`config.mk`:
```
export PLATFORM = sky130hd
export DESIGN_NAME = id_ex_stage
export DESIGN_NICKNAME = d
export VERILOG_FILES = /design/src/rtl/id_ex_stage.sv
export SDC_FILE = /design/constraint.sdc
export NUM_CORES = 1
export LEC_CHECK = 0
export BUFFER_PORTS_ARGS = -buffer_cell sky130_fd_sc_hd__buf_2
export CAP_MARGIN = 40
export CORE_ASPECT_RATIO = 1.75
export CORE_MARGIN = 2
export CORE_UTILIZATION = 51
export CTS_BUF_LIST = sky130_fd_sc_hd__clkbuf_8
export DETAILED_ROUTE_END_ITERATION = 12
export GPL_ROUTABILITY_DRIVEN = 0
export PLACE_DENSITY = 0.82
export SLEW_MARGIN = 0
export SYNTH_ARGS = -nofsm -noshare
export SYNTH_HDL_FRONTEND = slang
export SYNTH_SLANG_ARGS = --single-unit
export TNS_END_PERCENT = 100
```
`constraint.sdc`:
```
create_clock -name clk -period 2.6 [get_ports clk]
set_input_delay 0.65 -clock clk [delete_from_list [all_inputs] [get_ports clk]]
set_output_delay 0.65 -clock clk [all_outputs]
set_load 0.1 [all_outputs]
```
`src/rtl/id_ex_stage.sv`:
```
// id_ex_stage: RV32I decode, operand forwarding and ID/EX register.
// Optional macro ILLEGAL_DECODE_EN enables illegal-encoding detection.
module id_ex_stage (
  input  logic        clk,
  input  logic        rst_n,
  input  logic        id_valid,
  input  logic [31:0] id_instr,
  input  logic [31:0] id_pc,
  input  logic [31:0] id_rs1_data,
  input  logic [31:0] id_rs2_data,
  input  logic        fwd_mem_we,
  input  logic [4:0]  fwd_mem_rd,
  input  logic [31:0] fwd_mem_data,
  input  logic        fwd_wb_we,
  input  logic [4:0]  fwd_wb_rd,
  input  logic [31:0] fwd_wb_data,
  input  logic        ex_ready,
  input  logic        flush,
  output logic        id_ready,
  output logic        ex_valid,
  output logic [31:0] ex_d1,
  output logic [31:0] ex_d2,
  output logic [3:0]  ex_control,
  output logic [4:0]  ex_rd,
  output logic        ex_reg_write,
  output logic        ex_mem_read,
  output logic        ex_mem_write,
  output logic        ex_is_branch,
  output logic [2:0]  ex_funct3,
  output logic [31:0] ex_store_data,
  output logic        ex_illegal
);
  localparam logic [6:0] OP_R    = 7'b0110011;
  localparam logic [6:0] OP_I    = 7'b0010011;
  localparam logic [6:0] OP_LD   = 7'b0000011;
  localparam logic [6:0] OP_ST   = 7'b0100011;
  localparam logic [6:0] OP_BR   = 7'b1100011;
  localparam logic [6:0] OP_LUI  = 7'b0110111;
  localparam logic [6:0] OP_AUI  = 7'b0010111;
  localparam logic [6:0] OP_JAL  = 7'b1101111;
  localparam logic [6:0] OP_JALR = 7'b1100111;

  typedef struct packed {
    logic [31:0] d1;
    logic [31:0] d2;
    logic [3:0]  control;
    logic [4:0]  rd;
    logic        reg_write;
    logic        mem_read;
    logic        mem_write;
    logic        is_branch;
    logic [2:0]  funct3;
    logic [31:0] store_data;
    logic        illegal;
  } id_ex_t;

  logic [6:0]  opc;
  logic [2:0]  f3;
  logic [6:0]  f7;
  logic [4:0]  rd;
  logic [4:0]  rs1;
  logic [4:0]  rs2;
  logic [31:0] imm_i;
  logic [31:0] imm_s;
  logic [31:0] imm_u;
  logic [31:0] op1;
  logic [31:0] op2;
  logic        use1;
  logic        use2;
  logic        load_use;
  logic        bad;
  logic        ex_v;
  id_ex_t      dec;
  id_ex_t      ex_q;

  assign opc   = id_instr[6:0];
  assign rd    = id_instr[11:7];
  assign f3    = id_instr[14:12];
  assign rs1   = id_instr[19:15];
  assign rs2   = id_instr[24:20];
  assign f7    = id_instr[31:25];
  assign imm_i = {{20{id_instr[31]}}, id_instr[31:20]};
  assign imm_s = {{20{id_instr[31]}}, id_instr[31:25], id_instr[11:7]};
  assign imm_u = {id_instr[31:12], 12'd0};

  // which source registers the opcode actually reads
  always_comb begin
    use1 = 1'b0;
    use2 = 1'b0;
    case (opc)
      OP_R, OP_ST, OP_BR: begin
        use1 = 1'b1;
        use2 = 1'b1;
      end
      OP_I, OP_LD, OP_JALR: use1 = 1'b1;
      default: ;
    endcase
  end

  // rs1 operand: MEM beats WB beats register file; x0 never forwarded
  always_comb begin
    op1 = id_rs1_data;
    if (use1 && rs1 != 5'd0) begin
      if (fwd_mem_we && fwd_mem_rd == rs1)
        op1 = fwd_mem_data;
      else if (fwd_wb_we && fwd_wb_rd == rs1)
        op1 = fwd_wb_data;
    end
  end

  // rs2 operand, same priority
  always_comb begin
    op2 = id_rs2_data;
    if (use2 && rs2 != 5'd0) begin
      if (fwd_mem_we && fwd_mem_rd == rs2)
        op2 = fwd_mem_data;
      else if (fwd_wb_we && fwd_wb_rd == rs2)
        op2 = fwd_wb_data;
    end
  end

`ifdef ILLEGAL_DECODE_EN
  // flag encodings the datapath does not implement
  always_comb begin
    bad = 1'b0;
    case (opc)
      OP_R:
        bad = (f7 != 7'h00 && f7 != 7'h20) ||
              (f7 == 7'h20 && f3 != 3'b000 && f3 != 3'b101);
      OP_I:
        if (f3 == 3'b001)
          bad = f7 != 7'h00;
        else if (f3 == 3'b101)
          bad = f7 != 7'h00 && f7 != 7'h20;
      OP_LD, OP_ST, OP_BR, OP_LUI,
      OP_AUI, OP_JAL, OP_JALR: bad = 1'b0;
      default: bad = 1'b1;
    endcase
  end
`else
  assign bad = 1'b0;
`endif

  // decode operands, ALU code and side-band control
  always_comb begin
    dec            = '0;
    dec.rd         = rd;
    dec.funct3     = f3;
    dec.store_data = op2;
    case (opc)
      OP_R: begin
        dec.d1        = op1;
        dec.d2        = op2;
        dec.control   = {id_instr[30], f3};
        dec.reg_write = 1'b1;
      end
      OP_I: begin
        dec.d1        = op1;
        dec.d2        = imm_i;
        dec.control   = {(f3 == 3'b101) & id_instr[30], f3};
        dec.reg_write = 1'b1;
        if (f3 == 3'b001 || f3 == 3'b101)
          dec.d2 = {27'd0, rs2};
      end
      OP_LD: begin
        dec.d1        = op1;
        dec.d2        = imm_i;
        dec.mem_read  = 1'b1;
        dec.reg_write = 1'b1;
      end
      OP_ST: begin
        dec.d1        = op1;
        dec.d2        = imm_s;
        dec.mem_write = 1'b1;
      end
      OP_BR: begin
        dec.d1        = op1;
        dec.d2        = op2;
        dec.is_branch = 1'b1;
        if (!f3[2])
          dec.control = 4'b1000;
        else if (f3[1])
          dec.control = 4'b0011;
        else
          dec.control = 4'b0010;
      end
      OP_LUI: begin
        dec.d2        = imm_u;
        dec.reg_write = 1'b1;
      end
      OP_AUI: begin
        dec.d1        = id_pc;
        dec.d2        = imm_u;
        dec.reg_write = 1'b1;
      end
      OP_JAL, OP_JALR: begin
        dec.d1        = id_pc;
        dec.d2        = 32'd4;
        dec.reg_write = 1'b1;
      end
      default: ;
    endcase
    if (rd == 5'd0)
      dec.reg_write = 1'b0;
    if (bad) begin
      dec.illegal   = 1'b1;
      dec.reg_write = 1'b0;
      dec.mem_read  = 1'b0;
      dec.mem_write = 1'b0;
    end
  end

  assign load_use = id_valid && ex_v && ex_q.mem_read &&
                    ex_q.rd != 5'd0 &&
                    ((use1 && rs1 == ex_q.rd) ||
                     (use2 && rs2 == ex_q.rd));

  assign id_ready = ex_ready & ~load_use;

  // EX register: reset, flush/bubble/drain clear, hold, or load
  always_ff @(posedge clk) begin
    if (!rst_n) begin
      ex_v <= 1'b0;
      ex_q <= '0;
    end else if (flush ||
                 (ex_ready && (load_use || !id_valid))) begin
      ex_v           <= 1'b0;
      ex_q.reg_write <= 1'b0;
      ex_q.mem_read  <= 1'b0;
      ex_q.mem_write <= 1'b0;
      ex_q.is_branch <= 1'b0;
      ex_q.illegal   <= 1'b0;
    end else if (ex_ready) begin
      ex_v <= 1'b1;
      ex_q <= dec;
    end
  end

  assign ex_valid      = ex_v;
  assign ex_d1         = ex_q.d1;
  assign ex_d2         = ex_q.d2;
  assign ex_control    = ex_q.control;
  assign ex_rd         = ex_q.rd;
  assign ex_reg_write  = ex_q.reg_write;
  assign ex_mem_read   = ex_q.mem_read;
  assign ex_mem_write  = ex_q.mem_write;
  assign ex_is_branch  = ex_q.is_branch;
  assign ex_funct3     = ex_q.funct3;
  assign ex_store_data = ex_q.store_data;
  assign ex_illegal    = ex_q.illegal;

endmodule

```
==> results.sh, run 1 <==
export IMPL_path_cells="buf_2 -> and4bb_1 -> buf_4 -> and3_1 -> nand4_1 -> and3_4 -> buf_8"
export IMPL_ys_seq_area_share_pct=28.0
export IMPL_hp_class="reg2reg"
export IMPL_cts_root_buf="clkbuf_8"
export IMPL_ys_ff_latch=113
export IMPL_finalSetupViolCount=1
export IMPL_ant_nets=0
export IMPL_core_area_mm2=0.0155
export IMPL_startpoint_type="input port"
export IMPL_powerDensity_mw_per_mm2=456
export IMPL_rr_worst_depth=9
export IMPL_timing_hold_ws_ps=463
export IMPL_cts_tree="done"
export IMPL_pin_count=324
export IMPL_setup_tns_ps=-23.4
export IMPL_crit_path_end="id_ready"
export IMPL_hold_viol=0
export IMPL_drt_pass1_iter_count=6
export IMPL_numCtsBuffers=17
export IMPL_die_height_um=171
export IMPL_muxShareOfSynthArea_pct=0.247
export IMPL_yosys_area_share_simple_pct=11.1
export IMPL_dp_cells=1466
export IMPL_hpwlAfterDp_mm=25.3
export IMPL_avgSynthCellArea_um2=8.28
export IMPL_skew_ps=15.3
export IMPL_grt_usage_pct=40.1
export IMPL_synthXorXnorAreaFrac_pct=3.36
export IMPL_syn_instance_count=977
export IMPL_fin_crit_sh_pct=101
export IMPL_crit_path_end_kind="output port"
export IMPL_drive_above_1_share_pct=42.8
export IMPL_drc=0
export IMPL_violations="setup timing"
export IMPL_leakagePower_nw=4.35
export IMPL_start_util_pct=52.3
export IMPL_totalWireLength_mm=35.7
export IMPL_wl_per_cell_um=23.8
export IMPL_gr_total_overflow=0
export IMPL_maxSlewHeadroom_pct=50.1
export IMPL_slowest_stage="and4bb_1"
export IMPL_die_x_um=99.2
export IMPL_critPathKind="in2out"
export IMPL_synth_edf_count=0
export IMPL_vias_per_cell=6.82
export IMPL_grt_pass1_vias=9560
export IMPL_r2r_slack_ps=340
export IMPL_grt_pass1_wl_mm=52.9
export IMPL_crit_required_ps=1950
export IMPL_synth_ff_type="dfxtp_1"
export IMPL_setup_ws_ps=-23.4
export IMPL_fp_row_count=60
export IMPL_r2r_end="ex_store_data[9]$_SDFFE_PN0P_"
export IMPL_outcome="finished with violations"
export IMPL_maxCapViolCount=0
export IMPL_crit_reg2reg_launch="ex_rd[2]$_SDFFE_PN0P_"
export IMPL_synth_most_common_cell="dfxtp_1"
export IMPL_fin_nets=1509
export IMPL_arrival_ps=1970
export IMPL_clock_latency_ps=450
export IMPL_worst_pin_slew_ps=745
export IMPL_startpoint="id_instr[2]"
export IMPL_syn_to_final_growth_pct=32.8
export IMPL_drt_iter0_markers=878
export IMPL_yosys_cell_types_count=61
export IMPL_cp_max_fo=2
export IMPL_placed_area_mm2=0.0103
export IMPL_clock_sinks=113
export IMPL_synthTopCellsByArea="dfxtp_1, a221oi_1, a211oi_1"
export IMPL_port_buffers=322
export IMPL_cts_hold_buf=0
export IMPL_async_reset_ff_share_pct=0
export IMPL_cts_max_path_buffers=2
export IMPL_cts_htree_levels=4
export IMPL_drv_slew=0
export IMPL_antenna_found_initial=1
export IMPL_syn_num_nets=1186
export IMPL_grt_max_degree=77
export IMPL_synth_compound_area_share_pct=46.5
export IMPL_dieArea_mm2=0.0169
export IMPL_clock_fmax_mhz=381
export IMPL_path_clk_slew_ps=70
export IMPL_yosysWarnings=0
export IMPL_yosys_area_share_adder_pct=0
export IMPL_design_area_mm2=0.0107
export IMPL_fin_cells=1500
export IMPL_dr_total_vias=10237
export IMPL_synth_top_family_by_area="compound AO/OA/AOI/OAI gates"
export IMPL_finalPower_mw=4.90
export IMPL_critPathMaxStageDelay_ps=330
export IMPL_peakVddDrop_mv=0.310
export IMPL_fin_crit_ps=2620
export IMPL_synth_common_cells="dfxtp_1, o21ai_0, inv_1"
export IMPL_netlist_area_mm2=0.00809
export IMPL_synthDominantCellAreaShare_pct=28.0
export IMPL_yosys_area_top_type="dfxtp_1"
export IMPL_n_fill_cell=1273
==> worst min-delay path by stage <==
stage	start	end	cells after the start	slack [ps]
after floorplan	ex_rd[0]$_SDFFE_PN0P_	ex_rd[0]$_SDFFE_PN0P_	2	750
after global placement	ex_d2[11]$_SDFFE_PN0P_	ex_d2[11]$_SDFFE_PN0P_	1	440
after detailed placement	ex_d2[16]$_SDFFE_PN0P_	ex_d2[16]$_SDFFE_PN0P_	1	440
after CTS	id_instr[11]	ex_rd[4]$_SDFFE_PN0P_	3	450
after global routing	ex_d2[6]$_SDFFE_PN0P_	ex_d2[6]$_SDFFE_PN0P_	1	480
final	ex_d2[0]$_SDFFE_PN0P_	ex_d2[0]$_SDFFE_PN0P_	1	460
==> repair_timing <==
action	in CTS	in global routing
pin swaps	1	1
setup endpoints to repair	1	1
setup buffers	0	1
gates resized for setup	5	0
==> metal layers <==
metal  global-route usage, %  wire (um)  up-vias
li1                        -          -     4388
met1                    46.7      11700     4666
met2                    66.9      16900      927
met3                    5.72       3900      256
met4                    28.4       3140        0
met5                       0          0        -
==> report_power, final <==
part	total (mW)	leakage, nW	internal (mW)	switching, mW
logic	1.35	3.23	0.376	0.969
clock network	1.73	0.199	0.913	0.818
registers	1.82	0.921	1.79	0.0350
total	4.90	4.35	3.08	1.82
==> stage by stage <==
step | util [%] | worst slack [ps]
global route | 69.5 | -48.6
CTS | 69.4 | 23.3
detailed placement | 66.8 | -145
finish | 69.5 | -23.4
floorplan | - | 115
global placement | 66.7 | -204
==> logic make-up (layout without fill, tap and decap cells) <==
family | count (synthesis) | after routing
AOI/OAI and AO/OA | 463 | 463
buffers and inverters | 186 | 521
and+or+nand+nor | 181 | 181
DFF | 113 | 113
xor gates and xnor gates | 31 | 31
muxes | 2 | 2
other | 1 | 3
==> registers in the layout, summed over array words and instances, names as in the netlist <==
register / count
ex_d1: 32
ex_d2: 32
ex_store_data: 32
ex_rd: 5
ex_control: 4
ex_funct3: 3
ex_is_branch: 1
ex_mem_read: 1
ex_mem_write: 1
ex_reg_write: 1
ex_valid: 1
==> layout make-up <==
cell class	count	area, um^2	area share [%]
multi-input cells	678	5030	46.8
clock buffers	20	275	2.56
clock inverters	11	114	1.06
diodes	2	5.00	0.0466
flip-flops and latches	113	2270	21.1
well taps	186	233	2.17
inverters	74	279	2.60
repair buffers	416	2540	23.7
==> cells in the final DEF (no fill, tap or decap), types with 18 or more instances in the layout <==
master     synthesis  layout
a221o_1           20      20
dfxtp_1          113     108
xnor2_1           18      18
a211oi_1          69      69
nand2_1           71      71
o21ai_0           76      76
a21o_1            34      34
nand3_1           45      45
clkbuf_8           0      20
a221oi_1          61      61
buf_2             30     321
inv_1             73      74
a211oi_2          30      30
a21oi_1           52      50
o221ai_2          30      30
buf_4              7      76
o2bb2ai_1         32      32
a21oi_2           30      31
==> worst max-delay path: cells and delay by family <==
kind	cells	cell delay [ps]
buffers and inverters	3	430
AND/OR/NAND/NOR	4	890
Power figures use the tool's default switching activity.
==> inputs of run 2 (changes only) <==
- CTS_BUF_LIST: sky130_fd_sc_hd__clkbuf_8 -> sky130_fd_sc_hd__clkbuf_4
- GPL_TIMING_DRIVEN: unset -> 0
==> run 2 against run 1 <==
The run now ends clean. Design area down 4.5%. Final cell count up 1.1%. Flip-flop and latch count unchanged. Clock power down 14%. Routed wire length up 2.4%. Critical endpoint unchanged. Register-to-register slack worse by 120 ps. Global-route usage up 1.0 points. Highest routed layer unchanged.
==> results.sh, run 2 (synthesis gave the netlist of run 1 again) <==
export IMPL_outcome="finished, final reports clean"
export IMPL_ant_nets=0
export IMPL_n_fill_cell=1374
export IMPL_hp_class="in2reg"
export IMPL_fp_row_count=60
export IMPL_mostFrequentLayoutCells="buf_2, dfxtp_1, o21ai_0"
export IMPL_arrival_ps=1940
export IMPL_placed_area_mm2=0.00991
export IMPL_layout_commonest_cell="buf_2"
export IMPL_fin_nets=1521
export IMPL_crit_required_ps=1950
export IMPL_vias_per_cell=6.69
export IMPL_peakVddDrop_mv=0.276
export IMPL_cp_max_fo=5
export IMPL_setup_tns_ps=0
export IMPL_rsz0062_at_grt="true"
export IMPL_grt_pass1_wl_mm=53.6
export IMPL_worst_pin_slew_ps=889
export IMPL_drc=0
export IMPL_hpwlAfterDp_mm=27.6
export IMPL_path_clk_slew_ps=120
export IMPL_setup_ws_ps=14.9
export IMPL_fin_crit_ps=2590
export IMPL_timing_hold_ws_ps=350
export IMPL_preCtsSetupSlack_ps=-701
export IMPL_drive_above_1_share_pct=38.0
export IMPL_critPathKind="reg2out"
export IMPL_dr_total_vias=10137
export IMPL_skew_ps=24.6
export IMPL_crit_path_end_kind="output port"
export IMPL_worstHoldStart="id_instr[8]"
export IMPL_numCtsBuffers=17
export IMPL_die_height_um=171
export IMPL_cts_htree_levels=4
export IMPL_drt_pass1_iter_count=7
export IMPL_leakagePower_nw=4.05
export IMPL_maxSlewHeadroom_pct=40.8
export IMPL_core_area_mm2=0.0155
export IMPL_fin_crit_sh_pct=99.4
export IMPL_post_route_util_pct=66.4
export IMPL_crit_reg2reg_launch="ex_rd[4]$_SDFFE_PN0P_"
export IMPL_design_area_mm2=0.0103
export IMPL_start_util_pct=52.3
export IMPL_startpoint_type="flop"
export IMPL_wl_per_cell_um=24.1
export IMPL_finalPower_mw=4.61
export IMPL_rr_worst_depth=8
export IMPL_fin_cells=1516
export IMPL_clock_sinks=113
export IMPL_whs_path_depth=3
export IMPL_antenna_found_initial=4
export IMPL_cts_max_path_buffers=2
export IMPL_grt_max_degree=17
export IMPL_drv_slew=0
export IMPL_port_buffers=315
export IMPL_drt_iter0_markers=1149
export IMPL_totalWireLength_mm=36.6
export IMPL_clock_latency_ps=570
export IMPL_cts_tree="done"
export IMPL_grt_usage_pct=41.1
export IMPL_pin_count=324
export IMPL_worst_hold_path_endpoint="ex_rd[1]$_SDFFE_PN0P_"
export IMPL_r2r_slack_ps=220
export IMPL_dieArea_mm2=0.0169
export IMPL_dp_cells=1478
export IMPL_finalSetupViolCount=0
export IMPL_syn_to_final_growth_pct=26.9
export IMPL_r2r_end="ex_d2[24]$_SDFFE_PN0P_"
export IMPL_die_x_um=99.2
export IMPL_clock_fmax_mhz=387
export IMPL_gr_total_overflow=0
export IMPL_hold_viol=0
export IMPL_maxCapViolCount=0
export IMPL_cts_hold_buf=0
export IMPL_cts_root_buf="clkbuf_4"
export IMPL_powerDensity_mw_per_mm2=450
export IMPL_grt_pass1_vias=9684
[run 2: cell types whose count changed in the layout (fill, tap and decap cells not counted), sizes merged]
| cell | change |
|---|---|
| buf | -52 |
| bufinv | +2 |
| clkbuf | +62 |
| clkinv | +4 |
| clkinvlp | -1 |
| diode | +4 |
| inv | -3 |
[run 2: worst max-delay path by stage]
| stage | from | end | cells after the start |
|---|---|---|---|
| after floorplan | ex_valid$_SDFFE_PP0P_ | id_ready | 4 |
| after global placement | id_instr[3] | ex_d1[18]$_SDFFE_PN0P_ | 8 |
| after detailed placement | id_instr[3] | ex_d1[17]$_SDFFE_PN0P_ | 8 |
| after CTS | ex_rd[4]$_SDFFE_PN0P_ | id_ready | 5 |
| after global routing | ex_rd[4]$_SDFFE_PN0P_ | id_ready | 5 |
| final | ex_rd[2]$_SDFFE_PN0P_ | id_ready | 5 |
[run 2: repair_timing]
action,CTS,global route
endpoints found under the setup margin,25,23
setup buffers,0,1
resized for setup,5,4
pin swaps,1,1
[run 2: metal layers]
| metal | global-route usage [%] | wire length, um | vias to the layer above |
|---|---|---|---|
| met5 | 0 | 0 | - |
| met4 | 29.8 | 3220 | 0 |
| met3 | 8.01 | 3730 | 230 |
| met2 | 68.5 | 17500 | 867 |
| met1 | 46.3 | 12200 | 4622 |
| li1 | - | - | 4418 |
[run 2: power by group]
part	total [mW]	internal, mW	switching, mW
combinational	1.30	0.331	0.968
sequential	1.82	1.79	0.0357
clock	1.49	0.752	0.740
[run 2: layout make-up]
class                           count  area [um^2]  share of cell area (%)
Multi-Input combinational cell    678         4980                    48.5
Buffer                            112          598                    5.83
Inverter                           74          278                    2.71
Antenna cell                        6         15.0                   0.146
Timing Repair Buffer              316         1590                    15.5
Sequential cell                   113         2270                    22.1
Tap cell                          186          233                    2.27
Clock inverter                     13          169                    1.65
Clock buffer                       18          135                    1.32
[run 2: worst max-delay path: stages (launching register included)]
cell and delay (ps):
dfxtp_2 370, xor2_1 160, nor3_1 190, nand4_1 180, and3_2 280, buf_6 180
==> inputs of run 3 (changes only) <==
- ABC_AREA: unset -> 1
- SLEW_MARGIN: 0 -> unset
==> run 3 against run 2 <==
Count of clock-buffer cells in the layout down 1. Final cell count increased by 35%. Non-clock buffer count decreased by 26. Setup slack improved by 88 ps. Synthesized area down 1.3%. Clock power up 3%. Critical endpoint unchanged. Largest cell class unchanged.
==> results.sh, run 3 <==
export IMPL_clock_latency_ps=560
export IMPL_preCtsSetupSlack_ps=-165
export IMPL_path_clk_slew_ps=140
export IMPL_layout_commonest_cell="nand2_1"
export IMPL_arrival_ps=1850
export IMPL_leakagePower_nw=6.06
export IMPL_cts_htree_levels=4
export IMPL_hold_viol=0
export IMPL_synth_ff_type="dfxtp_1"
export IMPL_path_cells="inv_1 -> nand2_1 -> nand2_1 -> nand2_1 -> nor2_1 -> nand3_1 -> nand2_1 -> a21oi_4 -> buf_8"
export IMPL_crit_path_end_kind="output port"
export IMPL_grt_pass1_vias=9762
export IMPL_critPathMaxStageDelay_ps=440
export IMPL_hp_class="in2reg"
export IMPL_hpwlAfterDp_mm=26.8
export IMPL_synth_common_cells="nand2_1, nor2_1, inv_1"
export IMPL_totalWireLength_mm=33.0
export IMPL_mostFrequentLayoutCells="nand2_1, buf_2, nor2_1"
export IMPL_synth_edf_count=0
export IMPL_port_buffers=321
export IMPL_syn_num_nets=1712
export IMPL_synth_most_common_cell="nand2_1"
export IMPL_numCtsBuffers=17
export IMPL_die_x_um=98.6
export IMPL_setup_ws_ps=103
export IMPL_drt_pass1_iter_count=6
export IMPL_cp_max_fo=5
export IMPL_fin_crit_sh_pct=96.0
export IMPL_drt_iter0_markers=695
export IMPL_die_height_um=170
export IMPL_rsz0062_at_grt="false"
export IMPL_vias_per_cell=5.10
export IMPL_post_route_util_pct=66.5
export IMPL_wl_per_cell_um=16.1
export IMPL_critPathKind="reg2out"
export IMPL_dr_total_vias=10455
export IMPL_yosys_cell_types_count=30
export IMPL_yosys_area_top_type="nand2_1"
export IMPL_startpoint_type="flop"
export IMPL_clock_sinks=113
export IMPL_syn_instance_count=1503
export IMPL_cts_setup_buffers=0
export IMPL_grt_max_degree=17
export IMPL_core_area_mm2=0.0153
export IMPL_yosysWarnings=0
export IMPL_grt_pass1_wl_mm=50.2
export IMPL_skew_ps=24.3
export IMPL_fin_crit_ps=2500
export IMPL_synthTopCellsByArea="nand2_1, dfxtp_1, nor2_1"
export IMPL_pin_count=324
export IMPL_start_util_pct=52.1
export IMPL_cp_top_family="flip-flops"
export IMPL_cts_root_buf="clkbuf_4"
export IMPL_peakVddDrop_mv=0.401
export IMPL_dieArea_mm2=0.0167
export IMPL_gr_total_overflow=0
export IMPL_dp_cells=2010
export IMPL_clock_fmax_mhz=401
export IMPL_fp_row_count=60
export IMPL_synthDominantCellAreaShare_pct=30.0
export IMPL_timing_hold_ws_ps=339
export IMPL_ant_nets=0
export IMPL_fin_nets=2052
export IMPL_worst_path_most_repeated_cell="nand2_1"
export IMPL_cts_hold_buf=0
export IMPL_crit_required_ps=1950
export IMPL_drc=0
export IMPL_cts_max_path_buffers=2
export IMPL_netlist_area_mm2=0.00798
export IMPL_drv_slew=0
export IMPL_slowest_stage="dfxtp_2"
export IMPL_ys_ff_latch=113
export IMPL_timing_critical_path_buf_inv=2
export IMPL_avgSynthCellArea_um2=5.31
export IMPL_maxSlewHeadroom_pct=45.2
export IMPL_async_reset_ff_share_pct=0
export IMPL_n_fill_cell=1511
export IMPL_worst_pin_slew_ps=821
export IMPL_drive_above_1_share_pct=22.5
export IMPL_fin_cells=2050
export IMPL_finalSetupViolCount=0
export IMPL_cts_tree="done"
export IMPL_antenna_found_initial=6
export IMPL_grt_usage_pct=38.4
export IMPL_outcome="finished, final reports clean"
export IMPL_ys_seq_area_share_pct=28.3
export IMPL_syn_to_final_growth_pct=27.6
export IMPL_powerDensity_mw_per_mm2=447
export IMPL_maxCapViolCount=0
run 3: cell count changes after synthesis, sizes merged, moves of 27 or more:
cell / delta
a221oi: -61
nand4: +27
a211oi: -98
a21o: -35
o2bb2ai: -32
o221ai: -32
o21ai: -29
inv: +136
nor2: +203
nand2: +571
run 3: power by group:
part	leakage [nW]	total, mW	switching [mW]	internal, mW
Combinational	4.98	1.20	0.889	0.312
Sequential	0.920	1.82	0.0327	1.79
Clock	0.165	1.53	0.911	0.620
run 3: metal layers:
| layer | GRT usage, % | share of wire (%) |
|---|---|---|
| met5 | 0 | 0 |
| met4 | 28.1 | 8.3 |
| met3 | 6.26 | 8.0 |
| met2 | 68.5 | 50 |
| met1 | 40.0 | 34 |
run 3: cell type report:
type                    instances  area, um^2  share of cell area (%)
multi-input cells            1100        4580                    45.0
flip-flops and latches        113        2270                    22.3
repair buffers                321        1620                    15.9
inverters                     209         785                    7.70
plain buffers                  81         365                    3.59
well taps                     186         233                    2.28
clock inverters                15         189                    1.85
clock buffers                  17         128                    1.25
diodes                          8        20.0                   0.197
run 3: worst paths after layout:
path                            depth (start not counted)                endpoint  slack, ps              startpoint
worst max-delay path                                    9                id_ready        100   ex_rd[4]$_SDFFE_PN0P_
worst min-delay path                                    3   ex_rd[3]$_SDFFE_PN0P_        340            id_instr[10]
worst max register to register                         13  ex_d2[27]$_SDFFE_PN0P_        360   ex_rd[4]$_SDFFE_PN0P_
worst min register to register                          2  ex_d2[11]$_SDFFE_PN0P_        470  ex_d2[11]$_SDFFE_PN0P_
run 3: logic make-up after synthesis:
kind of cell,share of synthesized area (%)
and+or+nand+nor,47.7
DFF,28.3
AOI/OAI and AO/OA,8.82
other,0.0470
xor gates and xnor gates,0.658
buffers and inverters,14.4
run 3: metrics by stage:
| stage | TNS [ps] | instance area [um^2] | power (mW) |
|---|---|---|---|
| 6_report | 0 | 10200 | 4.55 |
| 5_1_grt | 0 | 10200 | 4.72 |
| 4_1_cts | 0 | 10200 | 4.52 |
| 3_5_place_dp | -1980 | 9840 | 3.03 |
| 3_3_place_gp | -1070 | 9840 | 3.02 |
| 2_1_floorplan | 0 | 8000 | 2.65 |
run 3: repair_timing:
item / 4_1_cts / 5_1_grt
pin swaps: 0 / 0
endpoints found under the setup margin: 1 / 1
resized for setup: 1 / 2
run 3: worst reg2reg max path: cells and delay by family, from the launching register on:
kind,cells,cell delay (ps)
simple gates,9,910
buf+inv,3,700
flops,1,440
compound gates,1,140
